## config.mk

```make
export PLATFORM = sky130hd
export DESIGN_NAME = rr_mux_arbiter_4ch
export DESIGN_NICKNAME = d
export VERILOG_FILES = /design/src/rtl/rr_mux_arbiter_4ch.sv
export SDC_FILE = /design/constraint.sdc
export NUM_CORES = 1
export LEC_CHECK = 0
export ABC_AREA = 1
export BUFFER_PORTS_ARGS = -buffer_cell sky130_fd_sc_hd__buf_2
export CAP_MARGIN = 15
export CORE_MARGIN = 5
export CORE_UTILIZATION = 45
export CTS_CLUSTER_SIZE = 12
export DETAILED_ROUTE_END_ITERATION = 12
export GPL_TIMING_DRIVEN = 0
export HOLD_SLACK_MARGIN = 0.05
export PLACE_DENSITY = 0.76
export SYNTH_ARGS = -nofsm -noshare
export SYNTH_HDL_FRONTEND = slang
export SYNTH_SLANG_ARGS = --single-unit
```

## constraint.sdc

```tcl
create_clock -name clk_in -period 4.45 [get_ports clk_in]
set_clock_uncertainty 0.1 [all_clocks]
set_input_delay 0.2225 -clock clk_in [delete_from_list [all_inputs] [get_ports clk_in]]
set_output_delay 0.2225 -clock clk_in [all_outputs]
set_load 0.1 [all_outputs]
```

## src/rtl/rr_mux_arbiter_4ch.sv

```systemverilog
// Round-robin 4:1 arbiter/sequencer: grants one requester at a time, drives the
// mux select and forwards the selected word downstream over valid/ready.
//
// state   | meaning
// --------+-------------------------------------------------------------
// IDLE    | no grant outstanding; arbitrate from ptr on any request
// GRANT   | sel_q owns the datapath until it drops or hits MAX_HOLD
module rr_mux_arbiter_4ch #(
  parameter int WIDTH    = 8,
  parameter int MAX_HOLD = 8
) (
  input  logic               clk_in,
  input  logic               rst_n_in,
  input  logic [3:0]         req_in,
  input  logic [4*WIDTH-1:0] data_in,
  input  logic               ready_in,
  output logic [3:0]         gnt_out,
  output logic [1:0]         sel_out,
  output logic               valid_out,
  output logic [WIDTH-1:0]   data_out,
  output logic               busy_out
);

  localparam logic [0:0] ST_IDLE  = 1'b0;
  localparam logic [0:0] ST_GRANT = 1'b1;
  localparam logic [7:0] CNT_LAST = 8'(MAX_HOLD - 1);

  logic [0:0] state_q, state_d;
  logic [1:0] sel_q, sel_d;
  logic [3:0] gnt_q, gnt_d;
  logic [1:0] ptr_q, ptr_d;
  logic [7:0] cnt_q, cnt_d;

  logic             xfer;
  logic             rel;
  logic [WIDTH-1:0] ch_data [4];

  // Lowest offset from ptr wins, so scan offsets high-to-low and let the last hit stand.
  function automatic logic [1:0] rr_pick(input logic [1:0] ptr, input logic [3:0] req);
    logic [1:0] idx;
    rr_pick = ptr;
    for (int k = 3; k >= 0; k--) begin
      idx = ptr + 2'(k);
      if (req[idx]) rr_pick = idx;
    end
  endfunction

  function automatic logic [3:0] one_hot(input logic [1:0] s);
    one_hot = 4'b0001 << s;
  endfunction

  always_comb begin
    for (int i = 0; i < 4; i++) begin
      ch_data[i] = data_in[i*WIDTH +: WIDTH];
    end
  end

  assign valid_out = (state_q == ST_GRANT) && req_in[sel_q];
  assign data_out  = ch_data[sel_q];
  assign busy_out  = (state_q == ST_GRANT);
  assign gnt_out   = gnt_q;
  assign sel_out   = sel_q;

  assign xfer = valid_out && ready_in;
  assign rel  = (state_q == ST_GRANT) &&
                (!req_in[sel_q] || (xfer && (cnt_q == CNT_LAST)));

  always_comb begin
    state_d = state_q;
    sel_d   = sel_q;
    gnt_d   = gnt_q;
    ptr_d   = ptr_q;
    cnt_d   = cnt_q;
    if (state_q == ST_IDLE) begin
      if (|req_in) begin
        sel_d   = rr_pick(ptr_q, req_in);
        gnt_d   = one_hot(sel_d);
        cnt_d   = 8'd0;
        state_d = ST_GRANT;
      end else begin
        gnt_d = 4'b0000;
      end
    end else begin
      if (rel) begin
        ptr_d = sel_q + 2'd1;
        // A dropped requester is already zero in req_in; at the limit it stays
        // eligible, so a lone requester wraps back to itself.
        if (|req_in) begin
          sel_d = rr_pick(sel_q + 2'd1, req_in);
          gnt_d = one_hot(sel_d);
          cnt_d = 8'd0;
        end else begin
          gnt_d   = 4'b0000;
          state_d = ST_IDLE;
        end
      end else if (xfer) begin
        cnt_d = cnt_q + 8'd1;
      end
    end
  end

  always_ff @(posedge clk_in or negedge rst_n_in) begin
    if (!rst_n_in) begin
      state_q <= ST_IDLE;
      sel_q   <= 2'd0;
      gnt_q   <= 4'b0000;
      ptr_q   <= 2'd0;
      cnt_q   <= 8'd0;
    end else begin
      state_q <= state_d;
      sel_q   <= sel_d;
      gnt_q   <= gnt_d;
      ptr_q   <= ptr_d;
      cnt_q   <= cnt_d;
    end
  end

endmodule

```

==> flow_metrics.tcl <==
set metrics [dict create \
    drive_gt1_share_pct 30.2 \
    syn_nets 299 \
    rsz0062_at_grt "no" \
    cp.required_ps 4130 \
    wl_per_cell_um 11.4 \
    cts_hold_buf 1 \
    vias_per_cell 4.97 \
    synth.distinct_cells 36 \
    tightest_slew_ps 502 \
    vias 1820 \
    final_max_slew_viol_count 0 \
    grt_usage_pct 17.4 \
    insertion_delay_ps 250 \
    drc_errors 0 \
    worstPathArrival_ps 2130 \
    rows 22 \
    max_freq_mhz 407 \
    ant_nets 0 \
    drt-initial-drc-count 65 \
    period_share_pct 55.2 \
    area_growth_pct 23.4 \
    core_um2 3610 \
    gp_congestion 0.820 \
    relSlewSlack_pct 66.5 \
    grt_max_degree 18 \
    async_flop_share_pct 100 \
    cp-start-kind "register" \
    cts_setup_buffers 0 \
    first_global_vias 1683 \
    endpoint_kind "output pin" \
    clk_pin_slew_ps 60 \
    wl_um 4170 \
    clock-sinks 17 \
    die_area_um2 4960 \
    synth-main-ff-cell "dfrtp_1" \
    netlist_instances 259 \
    cts-htree-levels 1 \
    port_buffers 54 \
    setup_violations 0 \
    cap_violations 0 \
    cp_max_fo 10 \
    grt_antenna_before_repair 0 \
    critPathKind "reg -> out" \
    cts.path.max_buffers 2 \
    numCtsBuffers 3 \
    tns_ps 0 \
    io_pins 55 \
    ctsResizeCount 0 \
    yosysSeqAreaShare_pct 25.9 \
    tritoncts "done" \
    avgSynthCellArea_um2 6.35 \
    ys_ff_latch 17 \
    hp-class "in -> reg" \
    hold_violations 0 \
    first_pass_iters 5 \
    netlist_area_um2 1640 \
    status "finished clean" \
    root_buffer "clkbuf_8" \
    initial_core_util_pct 45.6 \
    nets 359 \
    die_h_um 70.4 \
    hpwlAfterDp_um 3340 \
    num_antenna_cells 0 \
    period_needed_ps 2460 \
    grt_first_pass_wirelength_um 7220 \
    die_x_um 70.4 \
    overflow 0 \
    ys.warnings.count 0 \
    synth_edf_count 0 \
]
[layout make-up]
cell class,instances,area (um^2)
plain buffers,9,85.1
clock buffers,4,45.0
fillers,367,1580
inverters,28,113
multi-input cells,205,1020
flip-flops and latches,17,425
well taps,48,60.1
repair buffers,55,280
[cell families (layout without fill, tap and decap cells)]
family	after synthesis	after routing	share of synthesized area (%)
xor gates and xnor gates	3	3	2.06
buffers and inverters	37	96	12.0
AOI/OAI and AO/OA	50	50	17.4
and+or+nand+nor	151	151	41.9
DFF	17	17	25.9
adders and majority gates	1	1	0.761
[through the flow]
step,hold slack (ps),cells,setup WS [ps],util (%),area [um^2]
floorplan,-173,259,943,-,1640
global placement,63.6,361,2300,54.8,1970
detailed placement,66.8,361,2300,54.8,1970
CTS,156,366,2010,56.3,2030
global route,175,366,1850,56.3,2030
finish,159,366,1990,56.3,2030
[synth_stat cells, types with 2 or more instances]
master	n	area share [%]
nand3_2	3	1.8
a21oi_2	3	1.6
nor2_2	2	0.76
o22ai_1	9	3.4
nand3_1	18	5.5
inv_1	23	5.3
o21ai_1	4	1.2
o21ai_0	29	8.8
dfrtp_1	17	26
nor2_1	27	6.2
inv_2	3	0.68
nand4_1	3	1.1
nand2_4	2	1.4
nand2_2	14	5.3
nand2_1	78	18
clkbuf_1	2	0.46
buf_6	3	2.1
[state kept, by name, indices dropped and copies added, names as in the netlist]
signal	cells
busy_out	1
cnt_q	8
gnt_out	4
ptr_q	2
sel_out	2
[metal layers]
layer  up-vias  share of wire (%)  global-route usage [%]  wire length, um
li1        959                  -                       -                -
met1       805                 47                    23.5             1940
met2        49                 47                    28.4             1970
met3         7                4.7                    3.31              197
met4         0                1.4                    4.68               59
met5         -                  0                       0                0
[critical path: stages (launching register included)]
cell,delay (ps)
dfrtp_1,360
buf_6,160
buf_2,220
buf_1,430
nor2_1,100
o22ai_1,150
buf_2,450
[cell usage in the layout (no fill, tap or decap), types with 2 or more instances in the layout]
| master | netlist | final |
|---|---|---|
| inv_2 | 3 | 3 |
| nand3_1 | 18 | 18 |
| nor2_1 | 27 | 27 |
| inv_1 | 23 | 23 |
| buf_6 | 3 | 3 |
| nand2_2 | 14 | 14 |
| nor2_2 | 2 | 2 |
| clkbuf_1 | 2 | 3 |
| o22ai_1 | 9 | 9 |
| nand2_4 | 2 | 2 |
| o21ai_0 | 29 | 29 |
| buf_2 | 1 | 55 |
| nand3_2 | 3 | 3 |
| nand4_1 | 3 | 3 |
| o21ai_1 | 4 | 4 |
| a21oi_2 | 3 | 3 |
| dfrtp_1 | 17 | 17 |
| clkbuf_8 | 0 | 3 |
| nand2_1 | 78 | 78 |
[final timing paths]
| check | cells past startpoint | endpoint | from | slack (ps) |
|---|---|---|---|---|
| setup / recovery | 6 | data_out[4] | sel_out[0] | 1990 |
| hold / removal | 3 | cnt_q[2] | ready_in | 160 |
| setup reg to reg | 12 | gnt_out[2] | ptr_q[0] | 2630 |
| hold reg to reg | 2 | gnt_out[1] | gnt_out[1] | 380 |
| max in group asynchronous | 2 | busy_out | rst_n_in | 3660 |
| min in group asynchronous | 2 | cnt_q[3] | rst_n_in | 320 |
Power is not shown: default switching activity piles up to over one toggle a cycle in this logic, so the estimate is an artifact.
